[src/rtl/lfsr_pkg.sv]
// ----------------------------------------------------------------------------
// lfsr_pkg
// Shared types, default tap masks and the LFSR step function used by the
// parametrised random source (lfsr_core + lfsr_random_gen_param).
// No ports: package only.
// ----------------------------------------------------------------------------
package lfsr_pkg;

    // Draw engine states
    typedef enum logic {
        ST_IDLE = 1'b0,
        ST_DRAW = 1'b1
    } draw_state_t;

    // Maximal-length tap masks for common widths
    localparam logic [3:0]  TAPS_W4  = 4'hC;
    localparam logic [5:0]  TAPS_W6  = 6'h30;
    localparam logic [7:0]  TAPS_W8  = 8'hB8;
    localparam logic [15:0] TAPS_W16 = 16'hB400;

    // One Fibonacci step: shift left, feedback = XOR of tapped bits into bit 0.
    // Works on a 32-bit container; bits at and above 'width' are cleared so the
    // caller can truncate freely.
    function automatic logic [31:0] step(
        input logic [31:0] state,
        input logic [31:0] taps,
        input int          width
    );
        logic [31:0] mask;
        mask = (32'h1 << width) - 32'h1;
        return ((state << 1) | {31'b0, ^(state & taps & mask)}) & mask;
    endfunction

endpackage

[src/rtl/lfsr_core.sv]
// ----------------------------------------------------------------------------
// lfsr_core
// Holds the LFSR state. Handles runtime seed load (with zero substitution),
// the all-zero lockup guard, and advancing on either a draw-engine step or a
// free-run enable while the draw engine is idle.
//
// Ports:
//   i_clk          clock, rising edge
//   i_rst          synchronous active-low reset
//   i_en           free-run advance request (ignored while i_busy)
//   i_busy         draw engine is in DRAW
//   i_draw_step    draw engine consumes a step this edge
//   i_load         load i_load_val this edge (highest priority after reset)
//   i_load_val     runtime seed
//   o_state        raw LFSR state
//   o_cand         low OUT_WIDTH bits of the state that would follow o_state
//   o_zero         state is all-zero; this edge is the guard reload
//   o_seed_fixed   one-cycle pulse when SEED replaced a zero state/seed
// ----------------------------------------------------------------------------
module lfsr_core
    import lfsr_pkg::*;
#(
    parameter int               WIDTH     = 8,
    parameter logic [WIDTH-1:0] TAPS      = 8'hB8,
    parameter logic [WIDTH-1:0] SEED      = 8'h01,
    parameter int               OUT_WIDTH = 6
) (
    input  logic                 i_clk,
    input  logic                 i_rst,
    input  logic                 i_en,
    input  logic                 i_busy,
    input  logic                 i_draw_step,
    input  logic                 i_load,
    input  logic [WIDTH-1:0]     i_load_val,
    output logic [WIDTH-1:0]     o_state,
    output logic [OUT_WIDTH-1:0] o_cand,
    output logic                 o_zero,
    output logic                 o_seed_fixed
);

    logic [WIDTH-1:0] r_state;
    logic             r_seed_fixed;
    logic [WIDTH-1:0] w_next;
    logic             w_advance;
    logic             w_zero;

    assign w_next    = WIDTH'(step(32'(r_state), 32'(TAPS), WIDTH));
    assign w_zero    = (r_state == '0);
    assign w_advance = i_draw_step | (i_en & ~i_busy);

    always_ff @(posedge i_clk) begin
        if (!i_rst) begin
            r_state      <= SEED;
            r_seed_fixed <= 1'b0;
        end else if (i_load) begin
            if (i_load_val == '0) begin
                r_state      <= SEED;
                r_seed_fixed <= 1'b1;
            end else begin
                r_state      <= i_load_val;
                r_seed_fixed <= 1'b0;
            end
        end else if (w_zero) begin
            // A zero state would stick forever; recover to SEED.
            r_state      <= SEED;
            r_seed_fixed <= 1'b1;
        end else begin
            if (w_advance) begin
                r_state <= w_next;
            end
            r_seed_fixed <= 1'b0;
        end
    end

    assign o_state      = r_state;
    assign o_cand       = w_next[OUT_WIDTH-1:0];
    assign o_zero       = w_zero;
    assign o_seed_fixed = r_seed_fixed;

endmodule

[src/rtl/lfsr_random_gen_param.sv]
// ----------------------------------------------------------------------------
// lfsr_random_gen_param
// Parametrised pseudo-random source. A req in IDLE draws a value bounded to
// [0, RANGE-1] by rejection sampling; after MAX_TRIES rejected candidates the
// last candidate is folded down by RANGE and accepted.
//
// Ports:
//   i_clk          clock, rising edge
//   i_rst          synchronous active-low reset
//   i_en           free-run LFSR advance while idle
//   i_seed_load    load i_seed_in this edge (aborts a draw)
//   i_seed_in      runtime seed
//   i_req          draw request, sampled only in IDLE
//   o_valid        one-cycle pulse: o_value holds a new draw
//   o_value        last accepted draw, held until next o_valid
//   o_busy         draw engine in DRAW
//   o_state_out    raw LFSR state
//   o_seed_fixed   one-cycle pulse: a zero seed/state was replaced by SEED
// ----------------------------------------------------------------------------
module lfsr_random_gen_param
    import lfsr_pkg::*;
#(
    parameter int               WIDTH     = 8,
    parameter logic [WIDTH-1:0] TAPS      = 8'hB8,
    parameter logic [WIDTH-1:0] SEED      = 8'h01,
    parameter int               OUT_WIDTH = 6,
    parameter int               RANGE     = 40,
    parameter int               MAX_TRIES = 8
) (
    input  logic                 i_clk,
    input  logic                 i_rst,
    input  logic                 i_en,
    input  logic                 i_seed_load,
    input  logic [WIDTH-1:0]     i_seed_in,
    input  logic                 i_req,
    output logic                 o_valid,
    output logic [OUT_WIDTH-1:0] o_value,
    output logic                 o_busy,
    output logic [WIDTH-1:0]     o_state_out,
    output logic                 o_seed_fixed
);

    localparam int TW = $clog2(MAX_TRIES + 1);
    localparam logic [OUT_WIDTH:0] RANGE_X  = (OUT_WIDTH + 1)'(RANGE);
    localparam logic [TW-1:0]      LAST_TRY = TW'(MAX_TRIES - 1);

    draw_state_t            r_state;
    draw_state_t            w_state_nxt;
    logic [TW-1:0]          r_tries;
    logic [TW-1:0]          w_tries_nxt;
    logic                   r_valid;
    logic                   w_valid_nxt;
    logic [OUT_WIDTH-1:0]   r_value;
    logic [OUT_WIDTH-1:0]   w_value_nxt;
    logic                   w_draw_step;
    logic                   w_busy;

    logic [OUT_WIDTH-1:0]   w_cand;
    logic                   w_zero;
    logic                   w_in_range;
    logic [OUT_WIDTH-1:0]   w_folded;

    lfsr_core #(
        .WIDTH     (WIDTH),
        .TAPS      (TAPS),
        .SEED      (SEED),
        .OUT_WIDTH (OUT_WIDTH)
    ) u_core (
        .i_clk        (i_clk),
        .i_rst        (i_rst),
        .i_en         (i_en),
        .i_busy       (w_busy),
        .i_draw_step  (w_draw_step),
        .i_load       (i_seed_load),
        .i_load_val   (i_seed_in),
        .o_state      (o_state_out),
        .o_cand       (w_cand),
        .o_zero       (w_zero),
        .o_seed_fixed (o_seed_fixed)
    );

    assign w_in_range = ({1'b0, w_cand} < RANGE_X);
    // Modulo 2^OUT_WIDTH this equals the wider subtraction truncated; since
    // RANGE > 2^(OUT_WIDTH-1) a rejected candidate minus RANGE is in range.
    assign w_folded   = w_cand - RANGE_X[OUT_WIDTH-1:0];

    // State register
    always_ff @(posedge i_clk) begin
        if (!i_rst) begin
            r_state <= ST_IDLE;
            r_tries <= '0;
            r_valid <= 1'b0;
            r_value <= '0;
        end else begin
            r_state <= w_state_nxt;
            r_tries <= w_tries_nxt;
            r_valid <= w_valid_nxt;
            r_value <= w_value_nxt;
        end
    end

    // Next-state logic
    always_comb begin
        w_state_nxt = r_state;
        w_tries_nxt = r_tries;
        w_valid_nxt = 1'b0;
        w_value_nxt = r_value;
        w_draw_step = 1'b0;
        if (i_seed_load) begin
            w_state_nxt = ST_IDLE;
            w_tries_nxt = '0;
        end else if (!w_zero) begin
            // While the core recovers from a zero state no step happens,
            // so the draw engine simply waits one edge.
            case (r_state)
                ST_IDLE: begin
                    if (i_req) begin
                        w_draw_step = 1'b1;
                        if (w_in_range) begin
                            w_value_nxt = w_cand;
                            w_valid_nxt = 1'b1;
                        end else if (MAX_TRIES == 1) begin
                            w_value_nxt = w_folded;
                            w_valid_nxt = 1'b1;
                        end else begin
                            w_tries_nxt = TW'(1);
                            w_state_nxt = ST_DRAW;
                        end
                    end
                end
                ST_DRAW: begin
                    w_draw_step = 1'b1;
                    if (w_in_range) begin
                        w_value_nxt = w_cand;
                        w_valid_nxt = 1'b1;
                        w_tries_nxt = '0;
                        w_state_nxt = ST_IDLE;
                    end else if (r_tries == LAST_TRY) begin
                        w_value_nxt = w_folded;
                        w_valid_nxt = 1'b1;
                        w_tries_nxt = '0;
                        w_state_nxt = ST_IDLE;
                    end else begin
                        w_tries_nxt = r_tries + TW'(1);
                    end
                end
                default: begin
                    w_state_nxt = ST_IDLE;
                    w_tries_nxt = '0;
                end
            endcase
        end
    end

    // Output logic
    always_comb begin
        w_busy  = (r_state == ST_DRAW);
        o_busy  = w_busy;
        o_valid = r_valid;
        o_value = r_value;
    end

endmodule

[config.mk]
export PLATFORM = sky130hd
export DESIGN_NAME = lfsr_random_gen_param
export DESIGN_NICKNAME = d
export VERILOG_FILES = /design/src/rtl/lfsr_pkg.sv /design/src/rtl/lfsr_core.sv /design/src/rtl/lfsr_random_gen_param.sv
export SDC_FILE = /design/constraint.sdc
export NUM_CORES = 1
export LEC_CHECK = 0
export BUFFER_PORTS_ARGS = -buffer_cell sky130_fd_sc_hd__buf_2
export CORE_MARGIN = 1.5
export CORE_UTILIZATION = 57
export DETAILED_ROUTE_END_ITERATION = 6
export PLACE_DENSITY = 0.91
export SLEW_MARGIN = 0
export SYNTH_ARGS = -nofsm -noshare
export SYNTH_HDL_FRONTEND = slang
export SYNTH_HIERARCHICAL = 1
export SYNTH_SLANG_ARGS = --single-unit
[constraint.sdc]
create_clock -name i_clk -period 8.19 [get_ports i_clk]
set_clock_uncertainty 0.05 [all_clocks]
set_input_delay 0.819 -clock i_clk [delete_from_list [all_inputs] [get_ports i_clk]]
set_output_delay 0.819 -clock i_clk [all_outputs]
set_load 0.05 [all_outputs]
==> Yosys cells after proc, flatten, opt, wreduce, memory -nomap -nowiden <==
Index checks and enable logic that the tools add are counted.
{ "totals": {"regBits": 21, "latchBits": 0, "mem_bits_rw": 0, "mem_bits_ro": 0, "out_inout_bits": 17, "elab_cells": 60, "n_memories": 0} }
{ "op_classes": {"add_sub_neg": 2, "multipliers": 0, "div": 0, "magnitude_cmp": 1, "eq_ne": 5, "shift": 0, "mux": 31, "bitwise": 7, "reduce_logical": 8} }
{ "op_table": {"columns": ["operator", "count"], "rows": [
  ["$mux W8", 4],
  ["$reduce_xor A32 Y1", 1],
  ["$mux W6", 4],
  ["$logic_not A8 Y1", 2],
  ["$mux W4", 4],
  ["$mux W1", 14],
  ["$pmux W6 S2", 1],
  ["$or A8 B1 Y8", 1],
  ["$pmux W4 S2", 1],
  ["$lt A6 B6 Y1 const B", 1],
  ["$ne A2 B2 Y1 const B", 3],
  ["$pmux W1 S2", 3],
  ["$sub A6 B6 Y6 const B", 1],
  ["$reduce_and A5 Y1", 1],
  ["$add A4 B1 Y4 const B", 1],
  ["$eq A4 B3 Y1 const B", 1],
  ["$not A1 Y1", 4],
  ["$ne A3 B1 Y1 const B", 1],
  ["$reduce_and A3 Y1", 1],
  ["$reduce_bool A3 Y1", 1],
  ["$reduce_or A3 Y1", 1],
  ["$reduce_or A2 Y1", 1],
  ["$and A1 B1 Y1", 1],
  ["$or A1 B1 Y1", 1]
]} }

==> Longest topological paths before layout <==
{ "depth": {"word_depth": 8, "depth_mapped": 9, "ltp_nobuf": 8} }

==> By module <==
Netlist, hierarchy kept.
{ "by_module_without_submodules": {"columns": ["module", "n_inst", "cells_each", "area_per_inst_um2", "seq_area_each_um2"], "rows": [
  ["lfsr_random_gen_param", 1, 79, 709.4, 240.2],
  ["lfsr_core", 1, 62, 566.8, 180.2]
]} }

==> Worst setup path after synthesis <==
No wires, ideal clock.
{ "synth_path": {"path_type": "reg-to-reg", "from": "reg u_core.r_state[5], in the netlist u_core/o_state[5]", "to": "reg u_core.r_state[1], in the netlist u_core/o_state[1]", "t_arrival_ns": 2.866, "setup_slack_ns": 5.153, "path_stages_with_launch": 9, "path_buffers": 1, "synth_period_minus_slack_ns": 3.037, "path_cell_list": "dfxtp_1 inv_1 ha_1 or4b_4 nor4_1 nor3_1 a21o_1 clkbuf_1 o311a_1"} }
{ "synth_between": {"elab_chain_cells": 5, "word_cells_on_any_way": 7, "classes_between": "mux (4); bitwise (1); reduce/logical (2)"} }
{ "synth_lines": {"columns": ["item", "line", "rtl"], "rows": [
  ["from (decl)", "lfsr_core.sv:41", "logic [WIDTH-1:0] r_state;"],
  ["from (signal assigned)", "lfsr_core.sv:60", "r_state <= i_load_val;"],
  ["from (signal assigned)", "lfsr_core.sv:69", "r_state <= w_next;"],
  ["$logic_not A8 Y1", "lfsr_core.sv:48", "assign w_zero = (r_state == '0);"],
  ["net w_zero", "lfsr_random_gen_param.sv:59", "logic w_zero;"],
  ["$mux W1", "lfsr_random_gen_param.sv:112", "end else if (!w_zero) begin"],
  ["$mux W1", "lfsr_random_gen_param.sv:109", "if (i_seed_load) begin"],
  ["net w_draw_step", "lfsr_random_gen_param.sv:55", "logic w_draw_step;"],
  ["$or A1 B1 Y1", "lfsr_core.sv:49", "assign w_advance = i_draw_step | (i_en & ~i_busy);"],
  ["$reduce_bool A3 Y1 (no line)", null, null]
]} }
The timed path passes the listed nets, and every way through them passes these cells.
A chain may end at the register's enable or synchronous reset.

==> Worst setup path after layout <==
{ "layout_path": {"from": "reg u_core.r_state[4], in the netlist u_core/o_state[4]", "to": "reg u_core.r_state[6], in the netlist u_core/o_state[6]"} }
The elaborated chain is that of the path after synthesis.

==> results.cfg <==
[outcome]
outcome = complete, no violations

[layout]
fill_cells = 171
num_antenna_cells = 0
final_util_pct = 68.8
nNetsFinal = 178
drive_gt1_share_pct = 26.7
area_delta_synth_final_pct = 10.1

[synth]
syn_nets = 157
yosysSeqAreaShare_pct = 32.9
postSynthAreaPerCell_um2 = 9.05
synth.top_cell.area_share_pct = 32.9
synth_area_leader_cell = dfxtp_1
mappedNetlistArea_um2 = 1280
synth_flop_cell = dfxtp_1
synthCells = 141
async_flop_share_pct = 0
synth_edf_count = 0
ys_ff_latch = 21
yosys-top-cells-area = dfxtp_1, mux2i_1, nand2_1
yosysWarningCount = 6
synth.distinct_cells = 49

[die]
io_pins = 30
die_area_um2 = 2530
rows = 16
start_util_pct = 62.5
dieWidth_um = 50.3
chipHeight_um = 50.3
core_um2 = 2040

[routing]
post_drt_wl_per_cell_um = 14.9
viasPerCell = 6.07
wl_um = 2790
drc = 0
dr.first_iter.drc_count = 56
vias = 1141
antenna_left = 0
drt_first_pass_iters = 4

[sta]
worst_pin_slew_ns = 0.774
slew_violations = 0
hold_viol = 0
finalCritPeriodShare_pct = 33.5
holdWs_ns = 0.411
relSlewSlack_pct = 48.2
setup_violations = 0
tns_ns = 0
rsz0062_at_grt = false
fin_crit_ns = 2.74
timing.fmax_ghz = 0.365

[pwr]
ir_drop_v = 0.000129
leakagePower_nw = 0.653
total_power_mw = 0.237
p_per_area_nw_per_um2 = 168

[setup_path]
crit_cells = 9
critPathRequiredTime_ns = 8.36
start_kind = register
slowest_delay_ns = 0.48
cp_slowest_cell = or4b_4
arrival_ns = 2.91
critPathKind = register to register
cp-end-kind = register
crit_buf_inv = 2
cp_max_fo = 15
r2r_slack_ns = 5.45
path_cells = inv_1 -> ha_1 -> or4b_4 -> nor4_1 -> buf_4 -> nor3_1 -> a21o_1 -> a21o_2 -> a221oi_1
crit_family = compound AO/OA/AOI/OAI gates
reg2reg_depth = 9

[placement]
place_congestion = 0.906
dp_hpwl_um = 2030
port_buffers = 29

[clock_network]
cts_buffers = 3
cts_buffer_depth = 2
clk_pin_slew_ns = 0.12
cts_resized = 0
cts_hold_buf = 0
clk_latency_ns = 0.31
cts_tree = yes
post_cts.repair.setup_buffers = 0
root_buffer = clkbuf_4
cts_max_level = 1
clock_sinks = 21

[global_route]
grt_overflow = 0
antenna_found_initial = 0
grt_pass1_wl_um = 4820
grt_usage_pct = 24.5
grt_pass1_vias = 1038
grt_max_degree = 23

[worst_hold_path]
hold_depth = 2
hold_class = register to register

[job]
cap_violations = 0
[metrics by stage]
step	std cells	setup WS [ns]	area (um2)
finish	188	5.45	1410
global route	188	5.38	1410
CTS	188	5.54	1410
detailed placement	184	5.57	1380
global placement	184	5.72	1380
floorplan	141	5.15	1280
[power by group]
group	total [mW]	switching (mW)	internal [mW]
Sequential	0.118	0.00939	0.108
Combinational	0.0676	0.0449	0.0227
Clock	0.0514	0.0324	0.0190
[final timing paths]
kind	startpoint	to
worst max-delay path	u_core/o_state[4]	u_core/o_state[6]
worst max register to register	u_core/o_state[4]	u_core/o_state[6]
worst min-delay path	o_value[1]	o_value[1]
worst min register to register	o_value[1]	o_value[1]
[layout make-up]
class | instances | area (um2) | area share (%)
Clock buffer | 4 | 26.3 | 1.87
Inverter | 10 | 37.5 | 2.67
Multi-Input combinational cell | 96 | 734 | 52.3
Sequential cell | 21 | 420 | 29.9
Tap cell | 27 | 33.8 | 2.40
Timing Repair Buffer | 30 | 153 | 10.9
[Yosys cell counts, types with 2 or more instances]
| library cell | n |
|---|---|
| a221oi_1 | 3 |
| nor2_1 | 3 |
| clkbuf_1 | 5 |
| o211a_1 | 2 |
| inv_1 | 10 |
| o221ai_1 | 2 |
| xnor2_1 | 2 |
| a21o_2 | 2 |
| nor3_1 | 2 |
| nand2_1 | 19 |
| ha_1 | 3 |
| buf_4 | 6 |
| a21oi_1 | 2 |
| o311a_1 | 5 |
| mux2i_1 | 9 |
| o21ai_0 | 7 |
| dfxtp_1 | 21 |
| nor2b_1 | 2 |
| nand3_1 | 3 |
| o211ai_1 | 2 |
| nor4_1 | 2 |
| and4b_1 | 2 |
[routing by layer]
metal,wire [um],up-vias,GRT usage [%]
li1,-,563,-
met1,1300,528,33.7
met2,1270,44,38.6
met3,166,6,3.87
met4,55,0,9.01
met5,0,-,0
[logic make-up (layout without fill, tap and decap cells)]
group / Yosys count / count (layout) / synth area share (%)
mux: 9 / 9 / 7.06
buf+inv: 24 / 44 / 9.51
simple gates: 42 / 42 / 17.9
flops: 21 / 21 / 32.9
compound gates: 40 / 40 / 28.2
xor+xnor: 2 / 2 / 1.37
fa+ha+maj: 3 / 3 / 2.94
[sequential cells by signal (all words and copies together), names as in the netlist]
signal and cells:
o_busy 1, u_core/o_seed_fixed 1, o_valid 1, r_tries 4
o_value 6, u_core/o_state 8
[cell usage in the layout (no fill, tap or decap), types with 2 or more instances in the layout]
| cell | n |
|---|---|
| nor2_1 | 3 |
| nand3_1 | 3 |
| inv_1 | 10 |
| nor3_1 | 2 |
| o221ai_1 | 2 |
| nor4_1 | 2 |
| o21ai_0 | 7 |
| o311a_1 | 5 |
| a21o_2 | 2 |
| nor2b_1 | 2 |
| clkbuf_4 | 3 |
| o211a_1 | 2 |
| mux2i_1 | 9 |
| ha_1 | 3 |
| dfxtp_1 | 21 |
| xnor2_1 | 2 |
| and4b_1 | 2 |
| buf_2 | 29 |
| o211ai_1 | 2 |
| nand2_1 | 19 |
| a21oi_1 | 2 |
| a221oi_1 | 3 |
[worst reg2reg max path, stage by stage (launching register included)]
cell and delay, ns:
dfxtp_1 0.45, inv_1 0.13, ha_1 0.15, or4b_4 0.48, nor4_1 0.24, buf_4 0.23, nor3_1 0.07, a21o_1 0.32
a21o_2 0.27, a221oi_1 0.26
No activity file was read; power rests on OpenSTA's default activity.
